### config.mk
export PLATFORM = sky130hd
export DESIGN_NAME = dut_scheduler_flat
export DESIGN_NICKNAME = d
export VERILOG_FILES = /design/src/rtl/dut_sched_pkg.sv /design/src/rtl/dut_sched_if.sv /design/src/rtl/rr_arbiter.sv /design/src/rtl/dut_scheduler.sv /design/src/flat_wrapper.sv
export SDC_FILE = /design/constraint.sdc
export NUM_CORES = 1
export LEC_CHECK = 0
export ABC_AREA = 1
export BUFFER_PORTS_ARGS = -buffer_cell sky130_fd_sc_hd__buf_2
export CAP_MARGIN = 10
export CELL_PAD_IN_SITES_DETAIL_PLACEMENT = 0
export CELL_PAD_IN_SITES_GLOBAL_PLACEMENT = 1
export CORE_UTILIZATION = 41
export CTS_CLUSTER_DIAMETER = 120
export DETAILED_ROUTE_END_ITERATION = 8
export GPL_TIMING_DRIVEN = 0
export PLACE_DENSITY_LB_ADDON = 0.1
export RECOVER_POWER = 50
export SLEW_MARGIN = 20
export SYNTH_ARGS = -nofsm -noshare
export SYNTH_HDL_FRONTEND = slang
export SYNTH_SLANG_ARGS = --single-unit
export TNS_END_PERCENT = 30
### constraint.sdc
create_clock -name clk -period 4.2 [get_ports clk]
set_input_delay 0.42 -clock clk [delete_from_list [all_inputs] [get_ports clk]]
set_output_delay 0.42 -clock clk [all_outputs]
set_load 0.05 [all_outputs]
### src/rtl/dut_sched_pkg.sv
// rtl/dut_sched_pkg.sv - shared state encoding and default constants for the serial scheduler
package dut_sched_pkg;

    localparam int NREQ_DEF    = 4;
    localparam int WIDTH_DEF   = 8;
    localparam int DUT_LATENCY = 2;

    typedef enum logic [2:0] {
        S_IDLE  = 3'd0,
        S_ARB   = 3'd1,
        S_SHIFT = 3'd2,
        S_DRAIN = 3'd3,
        S_FLUSH = 3'd4,
        S_RESP  = 3'd5
    } sched_state_e;

endpackage

### src/rtl/dut_sched_if.sv
// rtl/dut_sched_if.sv - request, serial datapath and response signals of the scheduler
interface dut_sched_if
    import dut_sched_pkg::*;
#(
    parameter int NREQ  = NREQ_DEF,
    parameter int WIDTH = WIDTH_DEF
);

    localparam int IDW = $clog2(NREQ);

    logic [NREQ-1:0]       req_valid;
    logic [NREQ*WIDTH-1:0] req_data;
    logic [NREQ-1:0]       req_ready;
    logic                  dut_d_in;
    logic                  dut_rst;
    logic                  dut_d_out;
    logic                  rsp_valid;
    logic                  rsp_ready;
    logic [IDW-1:0]        rsp_id;
    logic [WIDTH-1:0]      rsp_data;
    logic                  rsp_err;
    logic                  busy;

    // Scheduler side.
    modport slave (
        input  req_valid, req_data, dut_d_out, rsp_ready,
        output req_ready, dut_d_in, dut_rst, rsp_valid, rsp_id, rsp_data, rsp_err, busy
    );

    // Requester / datapath / consumer side.
    modport master (
        output req_valid, req_data, dut_d_out, rsp_ready,
        input  req_ready, dut_d_in, dut_rst, rsp_valid, rsp_id, rsp_data, rsp_err, busy
    );

endinterface

### src/rtl/rr_arbiter.sv
// rtl/rr_arbiter.sv - combinational round-robin pick starting at the pointer position
module rr_arbiter
    import dut_sched_pkg::*;
#(
    parameter int NREQ = NREQ_DEF,
    localparam int IDW = $clog2(NREQ)
) (
    input  logic [NREQ-1:0] i_req,
    input  logic [IDW-1:0]  i_ptr,
    output logic [NREQ-1:0] o_grant,
    output logic [IDW-1:0]  o_idx,
    output logic            o_any
);

    logic [IDW-1:0] w_k;

    // Walk from ptr upwards with wrap; the first requester found wins.
    always_comb begin
        o_grant = '0;
        o_idx   = '0;
        o_any   = 1'b0;
        w_k     = '0;
        for (int i = 0; i < NREQ; i++) begin
            w_k = IDW'((int'(i_ptr) + i) % NREQ);
            if (!o_any && i_req[w_k]) begin
                o_any        = 1'b1;
                o_idx        = w_k;
                o_grant[w_k] = 1'b1;
            end
        end
    end

endmodule

### src/rtl/dut_scheduler.sv
// rtl/dut_scheduler.sv - arbitrates requesters onto a 1-bit pipelined datapath and returns the echoed word
module dut_scheduler
    import dut_sched_pkg::*;
#(
    parameter int NREQ  = NREQ_DEF,
    parameter int WIDTH = WIDTH_DEF
) (
    input  logic  clk,
    input  logic  rst,
    dut_sched_if.slave sif
);

    localparam int IDW = $clog2(NREQ);
    localparam int CW  = $clog2(WIDTH + DUT_LATENCY) + 1;

    localparam logic [CW-1:0] SHIFT_LAST = CW'(WIDTH - 1);
    localparam logic [CW-1:0] DRAIN_LAST = CW'(WIDTH - 1 + DUT_LATENCY);
    localparam logic [CW-1:0] CAP_FIRST  = CW'(DUT_LATENCY);

    sched_state_e     r_state;
    sched_state_e     w_next;
    logic [IDW-1:0]   r_ptr;
    logic [IDW-1:0]   r_id;
    logic [WIDTH-1:0] r_word;
    logic [WIDTH-1:0] r_sreg;
    logic [WIDTH-1:0] r_cap;
    logic [CW-1:0]    r_cnt;
    logic             r_d_in;
    logic [IDW-1:0]   r_rsp_id;
    logic [WIDTH-1:0] r_rsp_data;
    logic             r_rsp_err;

    logic [NREQ-1:0]  w_grant;
    logic [IDW-1:0]   w_idx;
    logic             w_any;
    logic [WIDTH-1:0] w_word;
    logic [NREQ-1:0]  w_req_ready;
    logic             w_busy;
    logic             w_rsp_valid;
    logic             w_flush;

    rr_arbiter #(.NREQ(NREQ)) u_arb (
        .i_req   (sif.req_valid),
        .i_ptr   (r_ptr),
        .o_grant (w_grant),
        .o_idx   (w_idx),
        .o_any   (w_any)
    );

    assign w_word = sif.req_data[w_idx*WIDTH +: WIDTH];

    always_ff @(posedge clk) begin
        if (rst) begin
            r_state <= S_IDLE;
        end else begin
            r_state <= w_next;
        end
    end

    // r_cnt runs continuously across SHIFT and DRAIN so capture can key off one counter.
    always_comb begin
        w_next = r_state;
        unique case (r_state)
            S_IDLE:  if (|sif.req_valid) w_next = S_ARB;
            S_ARB:   w_next = w_any ? S_SHIFT : S_IDLE;
            S_SHIFT: if (r_cnt == SHIFT_LAST) w_next = S_DRAIN;
            S_DRAIN: if (r_cnt == DRAIN_LAST) w_next = S_FLUSH;
            S_FLUSH: w_next = S_RESP;
            S_RESP:  if (sif.rsp_ready) w_next = S_IDLE;
            default: w_next = S_IDLE;
        endcase
    end

    always_comb begin
        w_req_ready = '0;
        w_busy      = (r_state != S_IDLE);
        w_rsp_valid = (r_state == S_RESP);
        w_flush     = (r_state == S_FLUSH);
        if (r_state == S_ARB) begin
            w_req_ready = w_grant;
        end
    end

    always_ff @(posedge clk) begin
        if (rst) begin
            r_ptr      <= '0;
            r_id       <= '0;
            r_word     <= '0;
            r_sreg     <= '0;
            r_cap      <= '0;
            r_cnt      <= '0;
            r_d_in     <= 1'b0;
            r_rsp_id   <= '0;
            r_rsp_data <= '0;
            r_rsp_err  <= 1'b0;
        end else begin
            r_d_in <= 1'b0;
            case (r_state)
                S_ARB: begin
                    if (w_any) begin
                        r_ptr  <= (w_idx == IDW'(NREQ - 1)) ? '0 : w_idx + 1'b1;
                        r_id   <= w_idx;
                        r_word <= w_word;
                        r_sreg <= w_word << 1;
                        r_d_in <= w_word[WIDTH-1];
                        r_cnt  <= '0;
                        r_cap  <= '0;
                    end
                end
                S_SHIFT, S_DRAIN: begin
                    r_cnt <= r_cnt + 1'b1;
                    if (r_cnt >= CAP_FIRST) begin
                        r_cap <= (r_cap << 1) | WIDTH'(sif.dut_d_out);
                    end
                    if (r_state == S_SHIFT && r_cnt != SHIFT_LAST) begin
                        r_d_in <= r_sreg[WIDTH-1];
                        r_sreg <= r_sreg << 1;
                    end
                end
                S_FLUSH: begin
                    r_rsp_id   <= r_id;
                    r_rsp_data <= r_cap;
                    r_rsp_err  <= (r_cap != r_word);
                end
                default: begin
                end
            endcase
        end
    end

    assign sif.req_ready = w_req_ready;
    assign sif.dut_d_in  = r_d_in;
    assign sif.dut_rst   = rst | w_flush;
    assign sif.rsp_valid = w_rsp_valid;
    assign sif.rsp_id    = r_rsp_id;
    assign sif.rsp_data  = r_rsp_data;
    assign sif.rsp_err   = r_rsp_err;
    assign sif.busy      = w_busy;

endmodule

### src/flat_wrapper.sv
// flat-port wrapper written by rule: the top's interface ports become plain ports
module dut_scheduler_flat import dut_sched_pkg::*;
#(
    parameter int NREQ  = NREQ_DEF,
    parameter int WIDTH = WIDTH_DEF
)
  (clk, rst, sif_req_valid, sif_req_data, sif_dut_d_out, sif_rsp_ready, sif_req_ready, sif_dut_d_in, sif_dut_rst, sif_rsp_valid, sif_rsp_id, sif_rsp_data, sif_rsp_err, sif_busy);
  dut_sched_if #(.NREQ(NREQ), .WIDTH(WIDTH)) sif_i ();
  input  logic clk;
  input  logic rst;
  input wire logic [$bits(sif_i.req_valid)-1:0] sif_req_valid;
  input wire logic [$bits(sif_i.req_data)-1:0] sif_req_data;
  input wire logic [$bits(sif_i.dut_d_out)-1:0] sif_dut_d_out;
  input wire logic [$bits(sif_i.rsp_ready)-1:0] sif_rsp_ready;
  output wire logic [$bits(sif_i.req_ready)-1:0] sif_req_ready;
  output wire logic [$bits(sif_i.dut_d_in)-1:0] sif_dut_d_in;
  output wire logic [$bits(sif_i.dut_rst)-1:0] sif_dut_rst;
  output wire logic [$bits(sif_i.rsp_valid)-1:0] sif_rsp_valid;
  output wire logic [$bits(sif_i.rsp_id)-1:0] sif_rsp_id;
  output wire logic [$bits(sif_i.rsp_data)-1:0] sif_rsp_data;
  output wire logic [$bits(sif_i.rsp_err)-1:0] sif_rsp_err;
  output wire logic [$bits(sif_i.busy)-1:0] sif_busy;
  assign sif_i.req_valid = sif_req_valid;
  assign sif_i.req_data = sif_req_data;
  assign sif_i.dut_d_out = sif_dut_d_out;
  assign sif_i.rsp_ready = sif_rsp_ready;
  assign sif_req_ready = sif_i.req_ready;
  assign sif_dut_d_in = sif_i.dut_d_in;
  assign sif_dut_rst = sif_i.dut_rst;
  assign sif_rsp_valid = sif_i.rsp_valid;
  assign sif_rsp_id = sif_i.rsp_id;
  assign sif_rsp_data = sif_i.rsp_data;
  assign sif_rsp_err = sif_i.rsp_err;
  assign sif_busy = sif_i.busy;
  dut_scheduler #(.NREQ(NREQ), .WIDTH(WIDTH)) u_core (.clk(clk), .rst(rst), .sif(sif_i));
endmodule
==> results.sh <==
export IMPL_cp_data_required_time_ns=3.78
export IMPL_drc_errors=0
export IMPL_core_area_um2=6490
export IMPL_first_pass_iters=4
export IMPL_cts_resized=0
export IMPL_hold_class="input pin to register"
export IMPL_grt_busiest_layer="met2"
export IMPL_diodes=0
export IMPL_cts_setup_buffers=0
export IMPL_grt_ovfl_total=0
export IMPL_clock_sinks=47
export IMPL_startpoint_type="register"
export IMPL_portBuffers=57
export IMPL_drtIter0Drc=102
export IMPL_power_density_nw_per_um2=792
export IMPL_gr_usage_met3_pct=3.31
export IMPL_syn_to_final_growth_pct=16.4
export IMPL_rows=29
export IMPL_whs_ns=0.391
export IMPL_status="finished clean"
export IMPL_vias=2789
export IMPL_grt_use_total_pct=20.5
export IMPL_postCtsHoldBufs=0
export IMPL_critPathCaptureType="primary output"
export IMPL_clk_pin_slew_ns=0.09
export IMPL_syn_instance_count=416
export IMPL_path_max_fanout=9
export IMPL_crit_type="register to primary output"
export IMPL_finalHoldViolCount=0
export IMPL_die_area_um2=7240
export IMPL_fin_setup_tns_ns=0
export IMPL_period_minus_slack_ns=2.91
export IMPL_grt_max_degree=15
export IMPL_wl_mm=7.08
export IMPL_start_util_pct=43.6
export IMPL_fillers=708
export IMPL_peakVddDrop_mv=0.359
export IMPL_ys_types=33
export IMPL_fp_dieH_um=85.1
export IMPL_rsz0062_at_grt="no"
export IMPL_ios=59
export IMPL_maxCapViolations=0
export IMPL_die_w_um=85.1
export IMPL_synthesis_area_um2=2830
export IMPL_vias_per_cell=5.00
export IMPL_cts_tree="built"
export IMPL_fin_nets=531
export IMPL_gp_congestion=0.814
export IMPL_yosysSeqAreaShare_pct=33.2
export IMPL_hpwl_mm=5.56
export IMPL_grtUsageMet1_pct=28.0
export IMPL_final_setup_viol_count=0
export IMPL_grtUsageMet2_pct=34.7
export IMPL_grt_pass1_vias=2543
export IMPL_ys_ff_latch=47
export IMPL_ant_nets=0
export IMPL_slew_headroom_pct=59.8
export IMPL_maxSlewViolCount=0
export IMPL_cp_arrival_ns=2.49
export IMPL_leakagePower_uw=0.00159
export IMPL_syn_nets=467
export IMPL_insertion_delay_ns=0.29
export IMPL_cts_root_buffer="clkbuf_8"
export IMPL_fmax_ghz=0.343
export IMPL_drive_above_1_share_pct=17.0
export IMPL_antenna_found_initial=0
export IMPL_cts_buffer_depth=2
export IMPL_avgSynthCellArea_um2=6.81
export IMPL_htreeDepth=2
export IMPL_ys_warn_count=0
export IMPL_grt_first_pass_wirelength_mm=11.9
export IMPL_cts_made_buffers=5
export IMPL_min_period_over_period_pct=69.4
export IMPL_wl_per_cell_um=12.7
export IMPL_worstMarginPinSlew_ns=0.605
export IMPL_finClkSkew_ns=0.00700
layout by cell type, fill, tap and decap left out, types with 6 or more instances in the layout:
cell type / n
clkbuf_1: 22
ha_1: 11
buf_2: 45
a21oi_1: 33
clkbuf_8: 6
inv_2: 6
nand2_1: 79
dfxtp_1: 47
nor2_1: 36
nand3_1: 56
nor3_1: 7
inv_1: 50
o21ai_0: 33
sequential cells by signal, indices dropped and copies added, names as in the netlist:
name,flops
u_core.r_cap,8
u_core.r_word,8
u_core.r_ptr,2
u_core.sif.rsp_data,8
u_core.sif.rsp_err,1
u_core.r_id,2
u_core.sif.dut_d_in,1
u_core.r_cnt,5
u_core.sif.rsp_id,2
u_core.r_state,3
u_core.r_sreg,7
power by group:
part,internal [uW],switching [uW]
logic,500,1130
registers,563,83.7
clock network,193,147
layout make-up:
type	instances	area (um2)	share of cell area, %
buffer	13	70.1	2.13
clock buffer	6	82.6	2.50
clock inverter	2	35.0	1.06
inverter	56	210	6.38
multi-input combinational	300	1590	48.3
sequential	47	941	28.5
tap	77	96.3	2.92
timing repair buffer	57	268	8.12
per-stage QoR:
step | worst slack [ns] | cell area [um2] | utilization (%) | instances | total power, uW
floorplan | 1.87 | 2830 | - | 416 | 1950
CTS | 1.28 | 3330 | 51.3 | 558 | 2650
global placement | 1.63 | 3210 | 49.5 | 550 | 2290
detailed placement | 1.61 | 3210 | 49.5 | 550 | 2310
finish | 1.29 | 3300 | 50.8 | 558 | 2610
global route | 1.05 | 3300 | 50.8 | 558 | 2870
worst max-delay path, cell delays in order (launching register included):
cell and delay, ns:
dfxtp_1 0.56, inv_2 0.16, ha_1 0.36, inv_1 0.12, nand3_2 0.11, a21oi_1 0.30
nand3_1 0.12, o2111ai_1 0.09, nand2_1 0.07, inv_1 0.05, buf_2 0.25
synth_stat cells:
cell,count,share of area [%]
nand2_1,77,10
a31oi_1,2,0.44
nor2_4,3,1.2
nor2_1,34,4.5
clkbuf_1,7,0.93
buf_6,2,0.80
a21oi_1,33,5.8
xnor2_1,1,0.31
o2111ai_1,1,0.31
a211oi_1,3,0.80
buf_4,1,0.27
nand3_2,5,1.8
nor3b_1,1,0.27
nand4_1,4,0.88
nand3_1,56,9.9
a21oi_2,2,0.62
nand2_2,7,1.5
dfxtp_1,47,33
inv_2,7,0.93
nand2_4,4,1.6
nor4_1,2,0.44
nand3b_1,1,0.27
o21ai_0,33,5.8
a22oi_1,2,0.53
buf_2,3,0.53
o211ai_1,3,0.80
nor2_2,2,0.44
xor2_1,4,1.2
o31ai_1,1,0.27
ha_1,11,4.9
inv_1,49,6.5
nor3_1,7,1.2
nand4_4,1,0.75
worst paths after layout:
path / start / to / slack (ns) / cells past startpoint
max: u_core.r_ptr[1] / sif_req_ready[0] / 1.29 / 10
min: sif_dut_d_out / u_core.r_cap[0] / 0.39 / 3
max reg2reg: u_core.r_state[1] / u_core.r_cap[4] / 1.70 / 10
min reg2reg: u_core.r_word[6] / u_core.r_word[6] / 0.47 / 2
logic make-up (layout without fill, tap and decap cells):
| logic type | count (synthesis) | after routing | share of synthesized area, % |
|---|---|---|---|
| adders and majority gates | 11 | 11 | 4.86 |
| DFF | 47 | 47 | 33.2 |
| and+or+nand+nor | 204 | 204 | 35.0 |
| buffers and inverters | 69 | 134 | 9.94 |
| xor gates and xnor gates | 5 | 5 | 1.55 |
| AOI/OAI and AO/OA | 80 | 80 | 15.4 |
routing by layer:
layer  up-vias  wire [um]
met2        50       3340
met5         -          0
met1      1239       3380
met4         0         37
met3         5        318
li1       1495          -
Power figures use the tool's default switching activity.
